--- src/rtl/arf_sequencer.sv ---
// arf_sequencer: multi-cycle controller for the address register file
// (PC, AR, SP). Takes one command at a time over a valid/ready handshake
// and walks it through a fixed sequence of register-enable / memory-strobe
// cycles.
//
// Handshake: a command transfers on a rising edge where CmdValid and
// CmdReady are both 1. CmdReady is 1 only in IDLE. Cmd and CmdLen are
// sampled only on that edge. Done pulses for one cycle on the last cycle of
// every command. MemReady is looked at only while a memory access is
// active (MemEn = 1).
module arf_sequencer #(
    parameter int MAX_BURST = 4,
    parameter int LEN_W     = 3
) (
    input  logic             Clock,
    input  logic             Reset,
    input  logic             CmdValid,
    input  logic [2:0]       Cmd,
    input  logic [LEN_W-1:0] CmdLen,
    output logic             CmdReady,
    input  logic             MemReady,
    output logic [2:0]       RegSel,
    output logic [2:0]       FunSel,
    output logic [1:0]       OutCSel,
    output logic [1:0]       OutDSel,
    output logic             MemEn,
    output logic             MemWrite,
    output logic             Done,
    output logic             Error,
    output logic [3:0]       DbgState
);

    localparam logic [2:0] OP_FETCH = 3'b000;
    localparam logic [2:0] OP_PUSH  = 3'b001;
    localparam logic [2:0] OP_POP   = 3'b010;
    localparam logic [2:0] OP_LDPC  = 3'b011;
    localparam logic [2:0] OP_LDAR  = 3'b100;
    localparam logic [2:0] OP_CLR   = 3'b101;

    localparam logic [2:0] FN_DEC   = 3'b000;
    localparam logic [2:0] FN_INC   = 3'b001;
    localparam logic [2:0] FN_LOAD  = 3'b010;
    localparam logic [2:0] FN_CLEAR = 3'b011;

    // Active-low enables: bit2 PC, bit1 AR, bit0 SP.
    localparam logic [2:0] EN_NONE  = 3'b111;
    localparam logic [2:0] EN_PC    = 3'b011;
    localparam logic [2:0] EN_AR    = 3'b101;
    localparam logic [2:0] EN_SP    = 3'b110;
    localparam logic [2:0] EN_ALL   = 3'b000;

    localparam logic [1:0] SEL_PC   = 2'b00;
    localparam logic [1:0] SEL_SP   = 2'b11;

    localparam logic [LEN_W-1:0] LEN_ONE = LEN_W'(1);
    localparam logic [LEN_W-1:0] LEN_MAX = LEN_W'(MAX_BURST);

    typedef enum logic [3:0] {
        S_IDLE   = 4'd0,
        S_F_ADDR = 4'd1,
        S_F_INC  = 4'd2,
        S_PU_DEC = 4'd3,
        S_PU_WR  = 4'd4,
        S_PO_RD  = 4'd5,
        S_PO_INC = 4'd6,
        S_LOAD   = 4'd7,
        S_CLR    = 4'd8,
        S_ERR    = 4'd9
    } state_t;

    state_t           r_state;
    state_t           w_next;
    logic [LEN_W-1:0] r_cnt;
    logic             r_ld_ar;
    logic             w_accept;
    logic [LEN_W-1:0] w_len;

    assign w_accept = CmdValid && (r_state == S_IDLE);
    assign DbgState = r_state;

    // Clamp the requested burst length into 1..MAX_BURST.
    always_comb begin
        w_len = CmdLen;
        if (CmdLen == '0) begin
            w_len = LEN_ONE;
        end else if (CmdLen > LEN_MAX) begin
            w_len = LEN_MAX;
        end
    end

    // State register; reset aborts any command in flight.
    always_ff @(posedge Clock or posedge Reset) begin
        if (Reset) begin
            r_state <= S_IDLE;
        end else begin
            r_state <= w_next;
        end
    end

    // Burst counter: loaded on FETCH accept, counts down on each PC increment, never wraps.
    always_ff @(posedge Clock or posedge Reset) begin
        if (Reset) begin
            r_cnt <= '0;
        end else if (w_accept && (Cmd == OP_FETCH)) begin
            r_cnt <= w_len;
        end else if ((r_state == S_F_INC) && (r_cnt != '0)) begin
            r_cnt <= r_cnt - LEN_ONE;
        end
    end

    // Remember whether an accepted load targets AR (LDAR) or PC (LDPC).
    always_ff @(posedge Clock or posedge Reset) begin
        if (Reset) begin
            r_ld_ar <= 1'b0;
        end else if (w_accept) begin
            r_ld_ar <= (Cmd == OP_LDAR);
        end
    end

    // Next-state and Moore output decode (Done in PU_WR also follows MemReady).
    always_comb begin
        w_next   = r_state;
        CmdReady = 1'b0;
        RegSel   = EN_NONE;
        FunSel   = FN_DEC;
        OutCSel  = SEL_PC;
        OutDSel  = SEL_PC;
        MemEn    = 1'b0;
        MemWrite = 1'b0;
        Done     = 1'b0;
        Error    = 1'b0;
        case (r_state)
            S_IDLE: begin
                CmdReady = 1'b1;
                if (CmdValid) begin
                    case (Cmd)
                        OP_FETCH: w_next = S_F_ADDR;
                        OP_PUSH:  w_next = S_PU_DEC;
                        OP_POP:   w_next = S_PO_RD;
                        OP_LDPC:  w_next = S_LOAD;
                        OP_LDAR:  w_next = S_LOAD;
                        OP_CLR:   w_next = S_CLR;
                        default:  w_next = S_ERR;
                    endcase
                end
            end
            S_F_ADDR: begin
                OutCSel = SEL_PC;
                OutDSel = SEL_PC;
                MemEn   = 1'b1;
                if (MemReady) w_next = S_F_INC;
            end
            S_F_INC: begin
                RegSel = EN_PC;
                FunSel = FN_INC;
                if (r_cnt <= LEN_ONE) begin
                    Done   = 1'b1;
                    w_next = S_IDLE;
                end else begin
                    w_next = S_F_ADDR;
                end
            end
            S_PU_DEC: begin
                RegSel = EN_SP;
                FunSel = FN_DEC;
                w_next = S_PU_WR;
            end
            S_PU_WR: begin
                OutCSel  = SEL_SP;
                OutDSel  = SEL_SP;
                MemEn    = 1'b1;
                MemWrite = 1'b1;
                if (MemReady) begin
                    Done   = 1'b1;
                    w_next = S_IDLE;
                end
            end
            S_PO_RD: begin
                OutCSel = SEL_SP;
                OutDSel = SEL_SP;
                MemEn   = 1'b1;
                if (MemReady) w_next = S_PO_INC;
            end
            S_PO_INC: begin
                RegSel = EN_SP;
                FunSel = FN_INC;
                Done   = 1'b1;
                w_next = S_IDLE;
            end
            S_LOAD: begin
                RegSel = r_ld_ar ? EN_AR : EN_PC;
                FunSel = FN_LOAD;
                Done   = 1'b1;
                w_next = S_IDLE;
            end
            S_CLR: begin
                RegSel = EN_ALL;
                FunSel = FN_CLEAR;
                Done   = 1'b1;
                w_next = S_IDLE;
            end
            S_ERR: begin
                Done   = 1'b1;
                Error  = 1'b1;
                w_next = S_IDLE;
            end
            default: begin
                w_next = S_IDLE;
            end
        endcase
    end

endmodule

--- config.mk ---
export PLATFORM = sky130hd
export DESIGN_NAME = arf_sequencer
export DESIGN_NICKNAME = d
export VERILOG_FILES = /design/src/rtl/arf_sequencer.sv
export SDC_FILE = /design/constraint.sdc
export NUM_CORES = 1
export LEC_CHECK = 0
export ABC_CLOCK_PERIOD_IN_PS = 4650
export CAP_MARGIN = 20
export CELL_PAD_IN_SITES_DETAIL_PLACEMENT = 0
export CELL_PAD_IN_SITES_GLOBAL_PLACEMENT = 1
export CORE_MARGIN = 2
export CORE_UTILIZATION = 32
export CTS_CLUSTER_DIAMETER = 150
export DETAILED_ROUTE_END_ITERATION = 10
export PLACE_DENSITY_LB_ADDON = 0.25
export SETUP_SLACK_MARGIN = 0.3
export SLEW_MARGIN = 20
export SYNTH_ARGS = -nofsm -noshare
export SYNTH_HDL_FRONTEND = slang
export SYNTH_SLANG_ARGS = --single-unit
--- constraint.sdc ---
create_clock -name Clock -period 4.65 [get_ports Clock]
set_input_delay 0.93 -clock Clock [delete_from_list [all_inputs] [get_ports Clock]]
set_output_delay 0.93 -clock Clock [all_outputs]
set_load 0.005 [all_outputs]
# After elaboration in Yosys (flattened, before gate mapping)
# Cells that the tools add are included.
dict set report totals {
  latch_bits 0
  mem_bits_rw 0
  register_bits 8
  out_inout_bits 19
  mem_count 0
  romBits 0
}
dict set report classes {
  shifts 0
  n_mul 0
  n_eq_ne 18
  mux 22
  reduce_logical 15
  div_mod_pow 0
  bitwise_logic 0
  magnitude_cmp 2
  addsub 1
}
# operator count
set op_table {}
lappend op_table {{4-bit one-hot mux with 6 select lines} 1}
lappend op_table {{4-bit one-hot mux with 5 select lines} 1}
lappend op_table {{4-bit by 3-bit == test with 1-bit output, second input constant} 4}
lappend op_table {{4-bit 2-to-1 mux} 4}
lappend op_table {{3-bit 2-to-1 mux} 5}
lappend op_table {{3-bit one-hot mux with 4 select lines} 1}
lappend op_table {{4-bit by 2-bit == test with 1-bit output, second input constant} 2}
lappend op_table {{4-bit == test, second input constant} 2}
lappend op_table {{2-bit inequality test, second input constant} 4}
lappend op_table {{2-bit OR reduction} 4}
lappend op_table {{1-bit 2-to-1 mux} 7}
lappend op_table {{3-bit by 2-bit == test with 1-bit output, second input constant} 2}
lappend op_table {{3-bit == test, second input constant} 2}
lappend op_table {{3-bit zero test} 2}
lappend op_table {{2-bit one-hot mux with 3 select lines} 1}
lappend op_table {{4-bit by 1-bit == test with 1-bit output, second input constant} 1}
lappend op_table {{4-bit zero test} 1}
lappend op_table {{4-bit AND reduction} 1}
lappend op_table {{4-bit OR reduction} 1}
lappend op_table {{3-bit by 1-bit == test with 1-bit output, second input constant} 1}
lappend op_table {{3-bit > comparator, second input constant} 1}
lappend op_table {{3-bit by 1-bit less-or-equal comparator with 1-bit output, second input constant} 1}
lappend op_table {{1-bit logical AND} 3}
lappend op_table {{1-bit one-hot mux with 3 select lines} 1}
lappend op_table {{5 further kinds} 5}

# Logic depth before layout (Yosys ltp)
dict set report logic_depth {
  depth_word 5
  mapped_depth 6
}

# Worst setup path after synthesis
# OpenSTA, ideal clock, no wires.
dict set report synth_timing {
  kind {input -> output}
  start {input port MemReady}
  end {output port Done}
  required_time_ns 3.720
  t_arrival_ns 1.494
  slack_ns 2.226
  stages 4
  path_buffers 0
  path_cell_list {nor2b_1 o21a_1 o21ba_2 o22ai_1}
}
dict set report synth_between {
  elab_chain_len 2
}
# item line_no
set synth_lines {}
lappend synth_lines {{start, declared} 21} ;# input logic MemReady,
lappend synth_lines {{1-bit 2-to-1 mux} 173} ;# if (MemReady) begin
lappend synth_lines {{1-bit one-hot mux with 3 select lines} 132} ;# case (r_state)
lappend synth_lines {{end, declared} 28} ;# output logic Done,
# Every way passes these cells.

# Worst setup path after layout
# Ends and elaborated chain as after synthesis.

==> reports/results.tsv <==
metric	value	unit
run status	finished, final reports clean	
relative slew slack	0.628	
switching power of the nets	0.000209	W
arrival time of data at the critical path endpoint	2.52	ns
ratio of routed vias to standard cells	4.82	
actual slew at the worst max-slew pin	0.557	ns
DRT antenna net count	0	
accumulated negative setup slack	0	ns
data required time of the worst path	3.72	ns
fraction of the cycle the final worst path needs	0.742	
net count after synthesis	100	
CP Max Fanout	4	
cell seen most often among critical-path stages	sky130_fd_sc_hd__clkdlybuf4s50_1	
multiplexer share of the synthesized area	0.0893	
Async S/R FF share, synth	1.00	
Post-synth EDFFs	0	
Synth Area in Compound Gates	0.177	
Cells after Synth	87	
pin count of the biggest net entering global routing	19	
critical-path cell with the highest stage delay	sky130_fd_sc_hd__clkdlybuf4s50_1	
path class of the lowest-slack min-delay path	flip-flop to flip-flop	
share of power burned in the clock network	0.097	
max-cap violation count	0	
post-CTS setup repair buffer count	0	
number of buffer cells added on primary ports	27	
maximum achievable frequency	290	MHz
Clock Latency Late Sink	0.25	ns
Unique masters post-synth	34	
routed wire length	1550	um
unrepaired setup endpoints after global routing	no	
CTS Buf Count	3	
Die X	51.7	um
Setup Crit Path Kind	primary input to primary output	
CTS max path bufs	2	
antenna diode count	0	
worst ir drop on vdd	0.000272	V
clock input transition at the sequential cells of the worst setup and hold paths	0.05	ns
CP peak stage delay	0.52	ns
Tot GR Track Use	0.137	
post-synthesis sequential area ratio	0.275	
critical path, cell by cell	clkdlybuf4s50_1, nor2b_1, o21a_1, o21ba_2, o22ai_1, clkdlybuf4s50_1	
TritonCTS clock tree	built	
detailed-route via count	656	
Layout Nets	123	
Reg power frac	0.293	
area grow syn2layout	38.0	%
Final GP Congestion	0.699	
Cell Rows	17	
pins over their slew limit	0	
register bit total from synthesis	8	
count of hold-fix buffers inserted at cts	0	
initial antenna violation count	0	
mean routed wirelength per cell	11.4	um
switching power share of the total	0.391	
Placeable Area	0.00219	mm^2
number of gates resized after cts	0	
Combinational Power Share	0.610	
worst clock skew	0.00229	ns
number of top-level pins	29	
leading area contributor after synthesis	sky130_fd_sc_hd__dfrtp_1	
chip height	51.7	um
Pre-Repair DR Iteration Count	4	
initial core utilization	0.332	
largest family of logic cells by synthesized area	simple AND/OR/NAND/NOR gates	
Final setup violation count	0	
total congestion overflow	0	
area share of the largest cell type after synthesis	0.275	
Critical Path Start Type	primary input	
DRC viols	0	
internal power of the cells	0.000326	W
TritonCTS Sinks	8	
static leakage power	0.400	nW
H-Tree Depth	1	
Hold Fails Final Rpt	0	
Post-Synth Adder-Cell Area	0.0515	
synthesized area per cell	8.37	um^2
most frequently used flop master after synthesis	sky130_fd_sc_hd__dfrtp_1	
clock root buffer	sky130_fd_sc_hd__clkbuf_4	
overall die area	0.00267	mm^2
wire length of the first global-routing pass	2630	um
area fraction in and, or, nand and nor cells after synthesis	0.282	
layout cell share with drive strength beyond 1	0.0833	
initial DRC count	3	
fraction of synthesized cell area in xor and xnor cells	0.0241	
tightest hold margin	0.576	ns
Yosys Warn Count	0	
endpoint kind of the worst setup timing path	primary output	
Detail Placement HPWL	1200	um
Pwr Density	533	mW/mm^2
minimum clock period	3.45	ns
vias in the first global route	625	
Netlist Area Pre-Place	728	um^2
cell types occupying the most area after synthesis	sky130_fd_sc_hd__dfrtp_1, sky130_fd_sc_hd__ha_1, sky130_fd_sc_hd__nor2b_1, sky130_fd_sc_hd__a21oi_1, sky130_fd_sc_hd__mux2_1	
[state kept, by name, summed over array words and instances, names as in the netlist]
name and flops:
r_ld_ar 1, DbgState 4, r_cnt 3
[layout by cell type (no fill, tap or decap), types with 4 or more instances in the layout]
| master | Yosys | layout |
|---|---|---|
| sky130_fd_sc_hd__inv_1 | 5 | 5 |
| sky130_fd_sc_hd__o21ai_0 | 4 | 4 |
| sky130_fd_sc_hd__a21oi_1 | 7 | 7 |
| sky130_fd_sc_hd__nor3_1 | 4 | 4 |
| sky130_fd_sc_hd__clkdlybuf4s50_1 | 0 | 27 |
| sky130_fd_sc_hd__nor2b_1 | 6 | 6 |
| sky130_fd_sc_hd__nor2_1 | 8 | 8 |
| sky130_fd_sc_hd__dfrtp_1 | 8 | 8 |
[logic make-up (layout without fill, tap and decap cells)]
family,count (synthesis),after routing
buffers and inverters,14,35
xor gates and xnor gates,2,2
muxes,6,6
adders and majority gates,3,3
other,1,1
and+or+nand+nor,33,33
AOI/OAI and AO/OA,20,20
DFF,8,8
[metrics by stage]
stage | total power (W) | util | setup slack, ns | area [um^2] | instances
after detailed placement | 0.000489 | 0.448 | 1.19 | 982 | 133
after global placement | 0.000482 | 0.448 | 1.20 | 982 | 133
final | 0.000535 | 0.459 | 1.20 | 1000 | 136
after global routing | 0.000595 | 0.459 | 1.10 | 1000 | 136
after CTS | 0.000545 | 0.459 | 1.19 | 1000 | 136
after floorplan | 0.000347 | - | 2.23 | 728 | 87
[metal layers]
layer | track usage | up-vias | wire (um)
li1 | - | 343 | -
met1 | 0.148 | 288 | 653
met2 | 0.241 | 23 | 785
met3 | 0.00862 | 2 | 85
met4 | 0.118 | 0 | 22
met5 | 0 | - | 0
[final cells by class]
class,instances,area (um^2)
sequential,8,200
inverter,5,18.8
fill,227,1190
multi-input combinational,65,458
timing repair buffer,27,270
clock buffer,3,22.5
tap,28,35.0
[cell usage after synthesis, types with 2 or more instances]
master and number:
sky130_fd_sc_hd__clkbuf_1 3, sky130_fd_sc_hd__a21oi_1 7, sky130_fd_sc_hd__a221oi_1 2, sky130_fd_sc_hd__o21bai_1 2, sky130_fd_sc_hd__nand2_1 2, sky130_fd_sc_hd__o21ai_0 4, sky130_fd_sc_hd__nor2_1 8, sky130_fd_sc_hd__a2111oi_0 2
sky130_fd_sc_hd__nor2b_1 6, sky130_fd_sc_hd__buf_4 4, sky130_fd_sc_hd__mux2i_1 2, sky130_fd_sc_hd__nor3_1 4, sky130_fd_sc_hd__nand2b_1 3, sky130_fd_sc_hd__nand3b_1 3, sky130_fd_sc_hd__dfrtp_1 8, sky130_fd_sc_hd__inv_1 5
sky130_fd_sc_hd__ha_1 3, sky130_fd_sc_hd__mux2_1 3
[power groups by stage]
stage          logic, W  clock network, W  registers (W)
6_report       0.000326         0.0000520       0.000157
3_3_place_gp   0.000325                 0       0.000157
5_1_grt        0.000368         0.0000613       0.000165
2_1_floorplan  0.000227                 0       0.000119
4_1_cts        0.000332         0.0000552       0.000158
3_5_place_dp   0.000331                 0       0.000159
[worst paths after layout]
check	endpoint	startpoint	slack, ns	depth (start not counted)
worst max-delay path	Done	MemReady	1.20	6
min in group asynchronous	DbgState[3]$_DFFE_PP0P_	Reset	0.92	2
max in group asynchronous	DbgState[1]$_DFFE_PP0P_	Reset	3.50	2
worst max register to register	r_cnt[2]$_DFFE_PP0P_	DbgState[0]$_DFFE_PP0P_	2.64	4
worst min register to register	r_ld_ar$_DFFE_PP0N_	r_ld_ar$_DFFE_PP0N_	0.58	1
worst min-delay path	r_ld_ar$_DFFE_PP0N_	r_ld_ar$_DFFE_PP0N_	0.58	1
[worst max-delay path: cells and delay by family]
kind            cells  cell delay, ns
simple gates        1            0.15
buf+inv             2            1.03
compound gates      3            0.41
Note: power is estimated with default switching activity, not from simulation.
